<file path="src/rtl/serial_subtractor.sv">
// serial_subtractor: bit-serial unsigned subtractor, diff = a - b mod 2^WIDTH.
// One full-subtractor cell plus a borrow flop processes one bit per clock,
// LSB first. A start/busy/done handshake frames each operation.
module serial_subtractor #(
  parameter int WIDTH = 4
) (
  input  logic             clk,
  input  logic             rst,
  input  logic             start,
  input  logic [WIDTH-1:0] a,
  input  logic [WIDTH-1:0] b,
  output logic             busy,
  output logic             done,
  output logic [WIDTH-1:0] diff,
  output logic             bout
);

  localparam int CW = (WIDTH > 1) ? $clog2(WIDTH) : 1;
  localparam logic [CW-1:0] LAST = CW'(WIDTH - 1);

  typedef enum logic [1:0] {
    IDLE  = 2'd0,
    SHIFT = 2'd1,
    DONE  = 2'd2
  } state_t;

  state_t           state;
  logic [WIDTH-1:0] a_sr;
  logic [WIDTH-1:0] b_sr;
  logic [WIDTH-1:0] res_sr;
  logic             br;
  logic [CW-1:0]    count;

  logic d_bit;
  logic br_next;
  logic accept;

  // Full-subtractor cell on the current LSBs, and the accept condition for start.
  always_comb begin
    d_bit   = a_sr[0] ^ b_sr[0] ^ br;
    br_next = (~a_sr[0] & b_sr[0]) | (~(a_sr[0] ^ b_sr[0]) & br);
    accept  = start && ((state == IDLE) || (state == DONE));
  end

  // Control FSM, operand/result shifting and registered handshake/result outputs.
  always_ff @(posedge clk or posedge rst) begin
    if (rst) begin
      state  <= IDLE;
      a_sr   <= '0;
      b_sr   <= '0;
      res_sr <= '0;
      br     <= 1'b0;
      count  <= '0;
      busy   <= 1'b0;
      done   <= 1'b0;
      diff   <= '0;
      bout   <= 1'b0;
    end else if (accept) begin
      state  <= SHIFT;
      a_sr   <= a;
      b_sr   <= b;
      res_sr <= '0;
      br     <= 1'b0;
      count  <= '0;
      busy   <= 1'b1;
      done   <= 1'b0;
    end else begin
      case (state)
        SHIFT: begin
          a_sr   <= a_sr >> 1;
          b_sr   <= b_sr >> 1;
          res_sr <= {d_bit, res_sr[WIDTH-1:1]};
          br     <= br_next;
          count  <= count + 1'b1;
          if (count == LAST) begin
            state <= DONE;
            busy  <= 1'b0;
            done  <= 1'b1;
            diff  <= {d_bit, res_sr[WIDTH-1:1]};
            bout  <= br_next;
          end
        end
        DONE: begin
          state <= IDLE;
          done  <= 1'b0;
        end
        default: begin
          state <= IDLE;
        end
      endcase
    end
  end

endmodule

</file>
<file path="config.mk">
export PLATFORM = sky130hd
export DESIGN_NAME = serial_subtractor
export DESIGN_NICKNAME = d
export VERILOG_FILES = /design/src/rtl/serial_subtractor.sv
export SDC_FILE = /design/constraint.sdc
export NUM_CORES = 1
export LEC_CHECK = 0
export ABC_AREA = 1
export CORE_MARGIN = 2
export CORE_UTILIZATION = 63
export CTS_CLUSTER_SIZE = 14
export DETAILED_ROUTE_END_ITERATION = 8
export DONT_BUFFER_PORTS = 1
export MAX_ROUTING_LAYER = met4
export PLACE_DENSITY = 0.79
export SYNTH_ARGS = -nofsm -noshare
export SYNTH_HDL_FRONTEND = slang
export SYNTH_SLANG_ARGS = --single-unit
</file>
<file path="constraint.sdc">
create_clock -name clk -period 2.3 [get_ports clk]
set_clock_uncertainty 0.05 [all_clocks]
set_input_delay 0.23 -clock clk [delete_from_list [all_inputs] [get_ports clk]]
set_output_delay 0.23 -clock clk [all_outputs]
set_load 0.01 [all_outputs]
</file>
# Yosys cells after proc, flatten, opt, wreduce, memory -nomap -nowiden
# Index checks and enable logic that the tools add are counted.
[word_totals]
register_bits = 24
inputBits = 11
out_inout_bits = 7
elab_cells = 51
[classes]
addsub = 1
eq_ne = 4
mux = 19
bitwise_logic = 8
n_reduce_logical = 9
[ops]
columns = ["cell", "count"]
rows = [
  ["$mux W4", 6],
  ["$mux W2", 5],
  ["$mux W1", 7],
  ["$eq A2 B2 Y1 const B", 2],
  ["$reduce_and A2 Y1", 2],
  ["$reduce_bool A2 Y1", 2],
  ["$ne A3 B3 Y1 const B", 1],
  ["$not A1 Y1", 3],
  ["$reduce_and A3 Y1", 1],
  ["$reduce_bool A3 Y1", 1],
  ["$add A2 B1 Y2 const B", 1],
  ["$and A1 B1 Y1", 2],
  ["$eq A2 B1 Y1 const B", 1],
  ["$logic_not A2 Y1", 1],
  ["$pmux W1 S2", 1],
  ["$xor A1 B1 Y1", 2],
  ["$logic_and A1 B1 Y1", 1],
  ["$logic_or A1 B1 Y1", 1],
  ["$or A1 B1 Y1", 1],
]

# Longest topological paths before layout
[logic_depth]
word_depth = 6
mapped_depth = 5
mapped_depth_nobuf = 5

# Least setup slack after synthesis
# OpenSTA, ideal clock, no wires.
[synth_path]
kind = "flip-flop to flip-flop"
start = "register a_sr[0]"
end = "register res_sr[3]"
arrival_ns = 0.975
t_required_ns = 2.133
setup_slack_ns = 1.157
stages_incl_launch_ff = 4
path_buffers = 0
path_cell_list = "dfrtp_1 fa_1 nand2_1 nand2_1"
[synth_between]
elab_chain_cells = 4
[synth_rtl]
columns = ["item", "line", "text"]
rows = [
  ["from (decl)", "28", "logic [WIDTH-1:0] a_sr;"],
  ["from (signal assigned)", "70", "a_sr <= a_sr >> 1;"],
  ["$xor A1 B1 Y1 (2 in a row)", "40", "d_bit = a_sr[0] ^ b_sr[0] ^ br;"],
  ["named net d_bit", "34", "logic d_bit;"],
  ["$mux W4", "68", "case (state)"],
  ["$mux W4", "58", "end else if (accept) begin"],
  ["to (signal assigned)", "72", "res_sr <= {d_bit, res_sr[WIDTH-1:1]};"],
  ["to (decl)", "30", "logic [WIDTH-1:0] res_sr;"],
]
# The timed path passes the listed nets, and every way through them passes these cells. The select of a mux whose other input is x is not followed.
# A chain may end at the register's enable or synchronous reset.

# Final worst setup path
[layout_path]
start = "register state[0]"
end = "register diff[3]"
[layout_between]
elab_chain_cells = 5
word_cells_on_any_way = 7
cone_classes = "eq/ne (2); bitwise (1); reduce/logical (4)"
[layout_rtl]
columns = ["item", "line", "text"]
rows = [
  ["from (decl)", "27", "state_t state;"],
  ["from (signal assigned)", "48", "state <= IDLE;"],
  ["from (signal assigned)", "59", "state <= SHIFT;"],
  ["from (signal assigned)", "76", "state <= DONE;"],
  ["$eq A2 B2 Y1 or $logic_not A2 Y1 (tied branches)", "42", "accept = start && ((state == IDLE) || (state == DONE));"],
  ["$logic_or A1 B1 Y1", "42", ""],
  ["$logic_and A1 B1 Y1", "42", ""],
  ["$not A1 Y1 (no line)", "n/a", ""],
  ["$reduce_and A3 Y1 (no line) (*)", "n/a", ""],
  ["to (signal assigned)", "79", "diff <= {d_bit, res_sr[WIDTH-1:1]};"],
  ["to (decl)", "14", "output logic [WIDTH-1:0] diff,"],
]
# Every way passes the cells marked *; elsewhere a longest branch is shown, timed or not.

==> metrics.md <==
| Metric | Value |
|---|---|
| Worst-path clk slew | `0.12 ns` |
| TritonCTS Buffers | `3` |
| Fill count | `131` |
| Power Dens Cells | `1340 nW/µm²` |
| Slew margin rel. | `44.9%` |
| Total core area | `1470 µm²` |
| I/O Buffers | `0` |
| Worst-Skew Late Latency | `0.30 ns` |
| Crit share post-route | `58.6%` |
| Largest cells by area after synthesis | `dfrtp_1 (59%), nand2_1 (17%), nand3_1 (9.8%), inv_1 (3.5%), o21ai_0 (2.6%)` |
| Most common library cells after synthesis | `nand2_1 (43), dfrtp_1 (23), nand3_1 (19)` |
| Row Count | `14` |
| # IOs | `18` |
| N_diodes | `0` |
| DRT iter0 DRCs | `15` |
| Post-synth EDFFs | `0` |
| Sw frac | `40.6%` |
| Largest net degree at the start of global routing | `24` |
| Share of the synthesized area in the top cell type | `59.4%` |
| Final hold violation count | `0` |
| WL final | `1650 µm` |
| Worst setup SP type | `flop` |
| WP data required | `2.46 ns` |
| Pleak | `0.544 nW` |
| Crit-path cells | `inv_1 -> nor2_1 -> nand2_1 -> nand2_1 -> nand2_1` |
| Stages on the worst setup path | `5` |
| Reg power frac | `51.0%` |
| ANT nets after route | `0` |
| Clock power frac | `12.9%` |
| Synth cell types | `12` |
| Synth warn | `0` |
| Vias in the first global route | `679` |
| GR Util All Layers | `21.1%` |
| DRT Pass-1 Iters | `4` |
| CTS Buffer Depth | `2` |
| Via count | `706` |
| CP endpoint kind | `flop` |
| Comb pwr share | `36.1%` |
| Share of cells above drive strength 1 | `7.02%` |
| Max-cap viol count | `0` |
| Min-Delay Path Depth | `2` |
| Worst Tran Pin Value | `0.826 ns` |
| CP max-delay cell | `dfrtp_1` |
| Fmax | `742 MHz` |
| CP Class | `flop to flop` |
| Nets | `128` |
| GRT overflow | `0` |
| # DRC | `0` |
| Switching pwr | `0.564 mW` |
| Worst reg2reg path depth | `5` |
| Final core occ | `70.3%` |
| Detailed Place HPWL | `1130 µm` |
| Critical Path AT | `1.51 ns` |
| Final slew viol count | `0` |
| CP max FO | `7` |
| Syn_nets | `122` |
| Min-delay worst type | `primary input to flop` |
| Placer Congestion | `0.770` |
| Wire per inst | `12.7 µm` |
| Htree depth | `1` |
| Crit-path max cell delay | `0.40 ns` |
| Sink Count | `23` |
| Yosys reg bits | `23` |
| DR vias/cell | `5.43` |
| Multi-input logic area | `340 µm²` |
| Cell area after synthesis | `970 µm²` |
| Root Driver | `clkbuf_4` |
| Peak VDD IR | `729 µV` |
| Setup violators final | `0` |
| Status | `completed` |
| Die Width | `43.2 µm` |
| Syn_area_per_cell | `8.90 µm²` |
| Die ar. | `1870 µm²` |
| Post-route setup TNS | `0 ns` |
| Gate Count Post-Synth | `109` |
| Initial Utilization | `65.9%` |
| Crit path top cell by count | `nand2_1` |
| Ys async rst share | `100%` |
| Minimum clock period | `1.35 ns` |
| Crit path buffers/inverters | `1` |
| Int Power | `0.827 mW` |
| Top-count cell post-synth | `nand2_1` |
| CP top delay family | `simple AND/OR/NAND/NOR gates` |
| CTS tree | `built` |
| Initial antenna violation count | `0` |
| Post-synthesis sequential area ratio | `59.4%` |
| RSZ-0062 raised after global routing | `false` |
| Register area | `576 µm²` |
| Area growth from synthesis to layout | `6.71%` |
| Die outline height | `43.2 µm` |
| First-pass GRT wire length | `2890 µm` |
| Synth area leader | `dfrtp_1` |
| Top FF cell, synth | `dfrtp_1` |
==> stage by stage <==
| stage | worst slack, ns | instances | power (mW) | hold WS, ns | area, µm² |
|---|---|---|---|---|---|
| floorplan | 1.16 | 109 | 1.11 | 0.182 | 970 |
| global placement | 1.06 | 123 | 1.20 | 0.271 | 977 |
| detailed placement | 0.979 | 123 | 1.22 | 0.281 | 977 |
| CTS | 0.965 | 130 | 1.40 | 0.00189 | 1030 |
| global route | 0.812 | 130 | 1.52 | 0.0136 | 1030 |
| finish | 0.952 | 130 | 1.39 | 0.00826 | 1030 |
==> logic make-up (layout without fill, tap and decap cells) <==
group           Yosys count  after routing  share of synthesized area (%)
simple gates             67             67                           29.2
buf+inv                  12             17                           5.55
fa+ha+maj                 2              2                           3.35
flops                    23             23                           59.4
compound gates            5              5                           2.58
==> sequential cells by signal, summed over array words and instances (netlist names) <==
name / count
a_sr: 4
b_sr: 4
diff: 4
res_sr: 3
count: 2
state: 2
bout: 1
br: 1
busy: 1
done: 1
==> final cells by class <==
| cell class | count | area share (%) |
|---|---|---|
| inverters | 9 | 3.26 |
| clock buffers | 3 | 2.18 |
| flip-flops and latches | 23 | 55.6 |
| repair buffers | 4 | 3.63 |
| clock inverters | 1 | 0.484 |
| well taps | 16 | 1.93 |
| multi-input cells | 74 | 32.9 |
==> cells in the final DEF, fill, tap and decap left out, drive strengths merged <==
master | synthesis | layout
nand2 | 45 | 45
inv | 9 | 9
ha | 1 | 1
dfrtp | 23 | 23
o21ai | 5 | 5
clkinv | 0 | 1
nor2 | 3 | 3
dlygate4sd3 | 0 | 3
clkbuf | 0 | 3
fa | 1 | 1
buf | 3 | 1
nand3 | 19 | 19
==> worst paths after layout <==
path                                 from      end  slack (ns)
worst max register to register   state[0]  diff[3]        0.95
worst min register to register  res_sr[2]  diff[1]        0.44
worst min-delay path                 a[1]  a_sr[1]       0.008
min in group asynchronous             rst  diff[1]        0.47
max in group asynchronous             rst       br        1.22
worst max-delay path             state[0]  diff[3]        0.95
==> what timing repair did <==
action,CTS,global route
setup endpoints to repair,0,0
buffers inserted,0,0
endpoints found under the hold margin,25,0
gates resized for setup,0,0
hold buffers,3,0
==> worst reg2reg max path, stage by stage (launching register included) <==
cell and delay, ns:
dfrtp_1 0.40, inv_1 0.09, nor2_1 0.30, nand2_1 0.24, nand2_1 0.12, nand2_1 0.05
==> power groups by stage <==
stage	clock [mW]	sequential (mW)	combinational (mW)
6_report	0.179	0.710	0.501
5_1_grt	0.198	0.733	0.594
4_1_cts	0.185	0.711	0.505
3_5_place_dp	0	0.719	0.502
3_3_place_gp	0	0.717	0.478
2_1_floorplan	0	0.695	0.419
==> per-layer routing <==
metal | global-route usage [%] | vias up | wire, µm
met5 | - | - | 0
met3 | 4.26 | 4 | 76
li1 | - | 355 | -
met2 | 31.0 | 17 | 776
met4 | 7.27 | 0 | 24
met1 | 29.1 | 330 | 769
No activity file was read; power rests on OpenSTA's default activity.
==> edit 1 (same settings) <==
Change the parameter `WIDTH` from 4 to 8.
--- a/src/rtl/serial_subtractor.sv
+++ b/src/rtl/serial_subtractor.sv
@@ -4,3 +4,3 @@
 module serial_subtractor #(
-  parameter int WIDTH = 4
+  parameter int WIDTH = 8
 ) (
Ports: changed (resized a, b and diff); port bits go from 18 to 30. The function was not compared with the original's and may differ.
==> edit 1 against the unedited design <==
- worst setup slack got worse by 0.27 ns
- sequential cell count is 17 higher
- synthesized cell count up 69%
- hold slack improved by 0.0033 ns
- first-iteration DRC count increased by 150%
- sequential power is 77% higher
- area after synthesis grew 76%
- critical path depth up 1
- power up 81%
- wire length is 86% higher
- final cell count increased by 77%
- cell area rose by 85%
- largest cell class unchanged
- highest routed layer unchanged
==> edit 1: results (changes against the unedited design) <==
[cells_and_area]
num_antenna_cells = 0  ; unchanged
final.fill_count = 187  ; +43%
finalNetCount = 221  ; +73%
drive_gt1_share_pct = 7.00  ; -0.018 points
top_regs = a_sr (8), b_sr (8), diff (8)

[placed_design]
dp_hpwl_mm = 1.89  ; +66%
pre_cts_ws_ns = 0.683  ; -0.297 ns
gp_congestion = 0.704  ; -8.6%
placed_area_um2 = 1680  ; +72%

[global_route]
grt_use_total_pct = 22.8  ; +1.7 points
grtUsageMet2_pct = 39.5  ; +8.5 points
grt_pass1_wl_mm = 5.44  ; +88%
grt_max_degree = 41  ; +71%
met1_usage_pct = 25.8  ; -3.3 points
use_met3_pct = 5.81  ; +1.6 points
grt_pass1_vias = 1237  ; +82%

[detailed_routing]
dr.pass1.iters = 4  ; unchanged
met1_length_mm = 1.30  ; +69%
met3_wirelength_um = 146  ; +92%
detail_route.wl_per_cell_um = 13.3  ; +5.1%
vias = 1290  ; +83%
detailroute.wirelength.met2_mm = 1.58  ; +100%
first_iter_violations = 37  ; +22

[pwr]
ir_drop_uv = 942  ; +29%
p_sw_share_pct = 38.4  ; -2.2 points
comb-power_mw = 0.814  ; +62%
p_leak_nw = 0.953  ; +75%
pwr.group.clock_mw = 0.439  ; +150%

[clocking]
cts_buffers = 5  ; +2
clk_latency_ns = 0.33  ; +0.03 ns
post_cts_buffers = 0  ; unchanged
htree_num_levels = 2  ; +1

[worst_setup_path]
crit_fanout = 20  ; +13
cp_slowest_cell = dfrtp_1
crit_arrival_ns = 1.80  ; +0.29 ns

[yosys]
synth.area.top_cells = dfrtp_1, nand2_1, nand3_1
synthesis.nets = 206  ; +69%
ys_types = 16  ; +4
seq_area_frac_synth_pct = 58.8  ; -0.57 points
synth_common_cells = nand2_1, dfrtp_1, nand3_1

[sta]
whs_ns = 0.0116  ; +0.00335 ns
fin_crit_sh_pct = 70.5  ; +12 points
worstMarginPinSlew_ns = 0.577  ; -0.249 ns

[run_status]
outcome = finished clean

[hold_path]
min_path_type = in2reg

## edit 1: cell count changes after synthesis, sizes merged, moves of 6 or more
cell,unedited run,this run
buf,3,9
inv,9,15
nand2,45,61
nand3,19,35
o21ai,5,18
dfrtp,23,40
## edit 1: final cells by class
class	instances	area [um^2]	area share, %
inverter	15	56.3	2.94
sequential	40	1000	52.2
clock buffer	6	41.3	2.15
multi-input combinational	120	579	30.2
tap	30	37.5	1.96
timing repair buffer	17	168	8.74
clock inverter	2	35.0	1.83
## edit 1: repair_timing
item | 4_1_cts | 5_1_grt
hold buffers | 16 | 0
setup endpoints to repair | 0 | 0
endpoints found under the hold margin | 55 | 0
## edit 1: logic make-up (layout without fill, tap and decap cells)
group	Yosys count	count (layout)	synth area share, %
and+or+nand+nor	98	98	25.8
AOI/OAI and AO/OA	19	19	5.58
adders and majority gates	3	3	2.64
buffers and inverters	24	40	7.20
DFF	40	40	58.8
## edit 1: through the flow
stage | cells | total power [mW]
2_1_floorplan | 184 | 1.94
3_3_place_gp | 206 | 2.02
3_5_place_dp | 206 | 2.07
4_1_cts | 230 | 2.53
5_1_grt | 230 | 2.73
6_report | 230 | 2.52
## edit 1: final timing paths
check	from	endpoint	cells after the start
max	count[0]$_DFFE_PP0P_	diff[7]$_DFFE_PP0P_	6
min	b[3]	b_sr[3]$_DFFE_PP0P_	2
max reg2reg	count[0]$_DFFE_PP0P_	diff[7]$_DFFE_PP0P_	6
min reg2reg	res_sr[6]$_DFFE_PP0P_	res_sr[5]$_DFFE_PP0P_	2
max in group asynchronous	rst	diff[2]$_DFFE_PP0P_	3
min in group asynchronous	rst	b_sr[1]$_DFFE_PP0P_	3
==> edit 2 (config.mk and constraints unchanged) <==
Without the edit above. Make the reset (`rst`) synchronous in one clocked block.
--- a/src/rtl/serial_subtractor.sv
+++ b/src/rtl/serial_subtractor.sv
@@ -45,3 +45,3 @@
   // Control FSM, operand/result shifting and registered handshake/result outputs.
-  always_ff @(posedge clk or posedge rst) begin
+  always_ff @(posedge clk) begin
     if (rst) begin
Function: differs if rst is asserted again (counterexample within 4 cycles, from zero or initial values and one cycle with rst high); with rst held inactive, the same outputs for 10 cycles.
==> edit 2 against the unedited design <==
- area after synthesis shrank 2.1%
- sequential cell count is the same
- worst setup slack gained 0.013 ns
- cell area shrank 4.7%
- die area shrank 1.9%
- critical path type unchanged
- critical endpoint is now b_sr[1]$_SDFFE_PP0P_
- synthesized cell count grew 19%
- fmax grew 0.98%
- highest routed layer unchanged
- wire length grew 0.85%
Power is not compared: it rests on default switching activity, and its combinational part moved more than twofold at a synthesized area within 25%.
==> edit 2: results (changes against the unedited design) <==
[run_status]
outcome = finished clean

[yosys]
synth.area.top_cells = dfxtp_1, nand2_1, inv_1
synth.avg_cell_area_um2 = 7.31  ; -18%
synth_ff_type = dfxtp_1
ys_types = 15  ; +3
seq_area_frac_synth_pct = 48.5  ; -11 points
synth_common_cells = nand2_1, dfxtp_1, inv_1
async_reset_ff_share_pct = 0  ; -100 points

[cells_and_area]
num_antenna_cells = 0  ; unchanged
finalNonFillerCells = 148  ; +14%
final.fill_count = 125  ; -4.6%
drive_gt1_share_pct = 6.06  ; -0.96 points
top_regs = a_sr (4), b_sr (4), diff (4)

[detailed_routing]
detail_route.wl_per_cell_um = 11.2  ; -11%
first_iter_violations = 13  ; -2
vias = 777  ; +10%

[placed_design]
numPortBuffers = 0  ; unchanged
dp_hpwl_mm = 1.19  ; +5.1%
gp_congestion = 0.827  ; +7.4%
placedCellCount = 143  ; +16%
placed_area_um2 = 948  ; -2.9%

[sta]
max_slew_margin_pct = 73.2  ; +28 points

[global_route]
grt_use_total_pct = 21.9  ; +0.84 points
antenna_found_initial = 0  ; unchanged
grt_pass1_wl_mm = 2.92  ; +0.93%
use_met3_pct = 5.11  ; +0.85 points
grt_max_degree = 17  ; -29%
grtUsageMet2_pct = 30.9  ; -0.14 points
grt_pass1_vias = 682  ; +0.44%
met1_usage_pct = 29.5  ; +0.37 points

[clocking]
post_cts_buffers = 0  ; unchanged
hold_buffers = 1  ; -2
postCtsResizedCells = 0  ; unchanged
cts_buffer_depth = 2  ; unchanged
cts_buffers = 3  ; unchanged
htree_num_levels = 1  ; unchanged
clk_latency_ns = 0.30  ; about the same

[hold_path]
min_path_type = in2reg
min_to = b_sr[3]$_SDFFE_PP0P_
hp-start = b[3]

[pwr]
ir_drop_uv = 466
p_leak_nw = 0.472

[worst_setup_path]
crit_fanout = 14  ; +7
ff2ff_path_depth = 7  ; +2
crit-reg2reg-launch = state[0]$_SDFFE_PP0P_
r2r-end = b_sr[1]$_SDFFE_PP0P_
r2r_setup_slack_ns = 0.96
crit_arrival_ns = 1.50

==> edit 2: cells by family after synthesis <==
logic type	synth area share, %
flops	48.5
fa+ha+maj	3.43
buf+inv	10.9
xor+xnor	0.922
compound gates	10.1
simple gates	26.1
==> edit 2: report_power, final <==
part | internal [mW] | switching (mW)
sequential | 0.419 | 0.0118
combinational | 0.0287 | 0.0564
clock | 0.0649 | 0.116
total | 0.513 | 0.185
==> edit 2: how the worst max path moves through the flow <==
| stage | depth (start not counted) | from | endpoint | slack (ns) |
|---|---|---|---|---|
| after floorplan | 3 | a_sr[0]$_SDFFE_PP0P_ | res_sr[3]$_SDFFE_PP0P_ | 1.18 |
| after global placement | 7 | state[0]$_SDFFE_PP0P_ | b_sr[1]$_SDFFE_PP0P_ | 1.02 |
| after detailed placement | 7 | state[0]$_SDFFE_PP0P_ | a_sr[1]$_SDFFE_PP0P_ | 1.00 |
| after CTS | 7 | state[0]$_SDFFE_PP0P_ | a_sr[1]$_SDFFE_PP0P_ | 0.98 |
| after global routing | 7 | state[0]$_SDFFE_PP0P_ | a_sr[1]$_SDFFE_PP0P_ | 0.80 |
| final | 7 | state[0]$_SDFFE_PP0P_ | b_sr[1]$_SDFFE_PP0P_ | 0.96 |
==> edit 2: area by class of cell <==
cell class                 instances  area [um^2]  share of cell area (%)
sequential                        23          460                    46.7
multi-input combinational         82          385                    39.1
clock buffer                       3         22.5                    2.28
timing repair buffer               1         10.0                    1.02
tap                               16         20.0                    2.03
clock inverter                     1         5.00                   0.508
inverter                          22         82.6                    8.38
==> edit 2: stage by stage <==
| stage | hold WS, ns | setup slack [ns] |
|---|---|---|
| finish | 0.00548 | 0.965 |
| global route | 0.0131 | 0.803 |
| CTS | 0.00493 | 0.984 |
| detailed placement | 0.254 | 1.00 |
| global placement | 0.251 | 1.02 |
| floorplan | 0.249 | 1.18 |
==> edit 2: critical path: stages (launching register included) <==
cell,delay (ns)
dfxtp_1,0.42
inv_1,0.09
nand2_2,0.21
nand2_1,0.15
inv_1,0.16
nand2_1,0.06
nand2_1,0.07
nor2_1,0.04
==> edit 2: per-layer routing <==
metal  up-vias  routed length, um
li1        405                  -
met1       351                837
met4         0                 25
met5         -                  0
met2        17                726
met3         4                 72
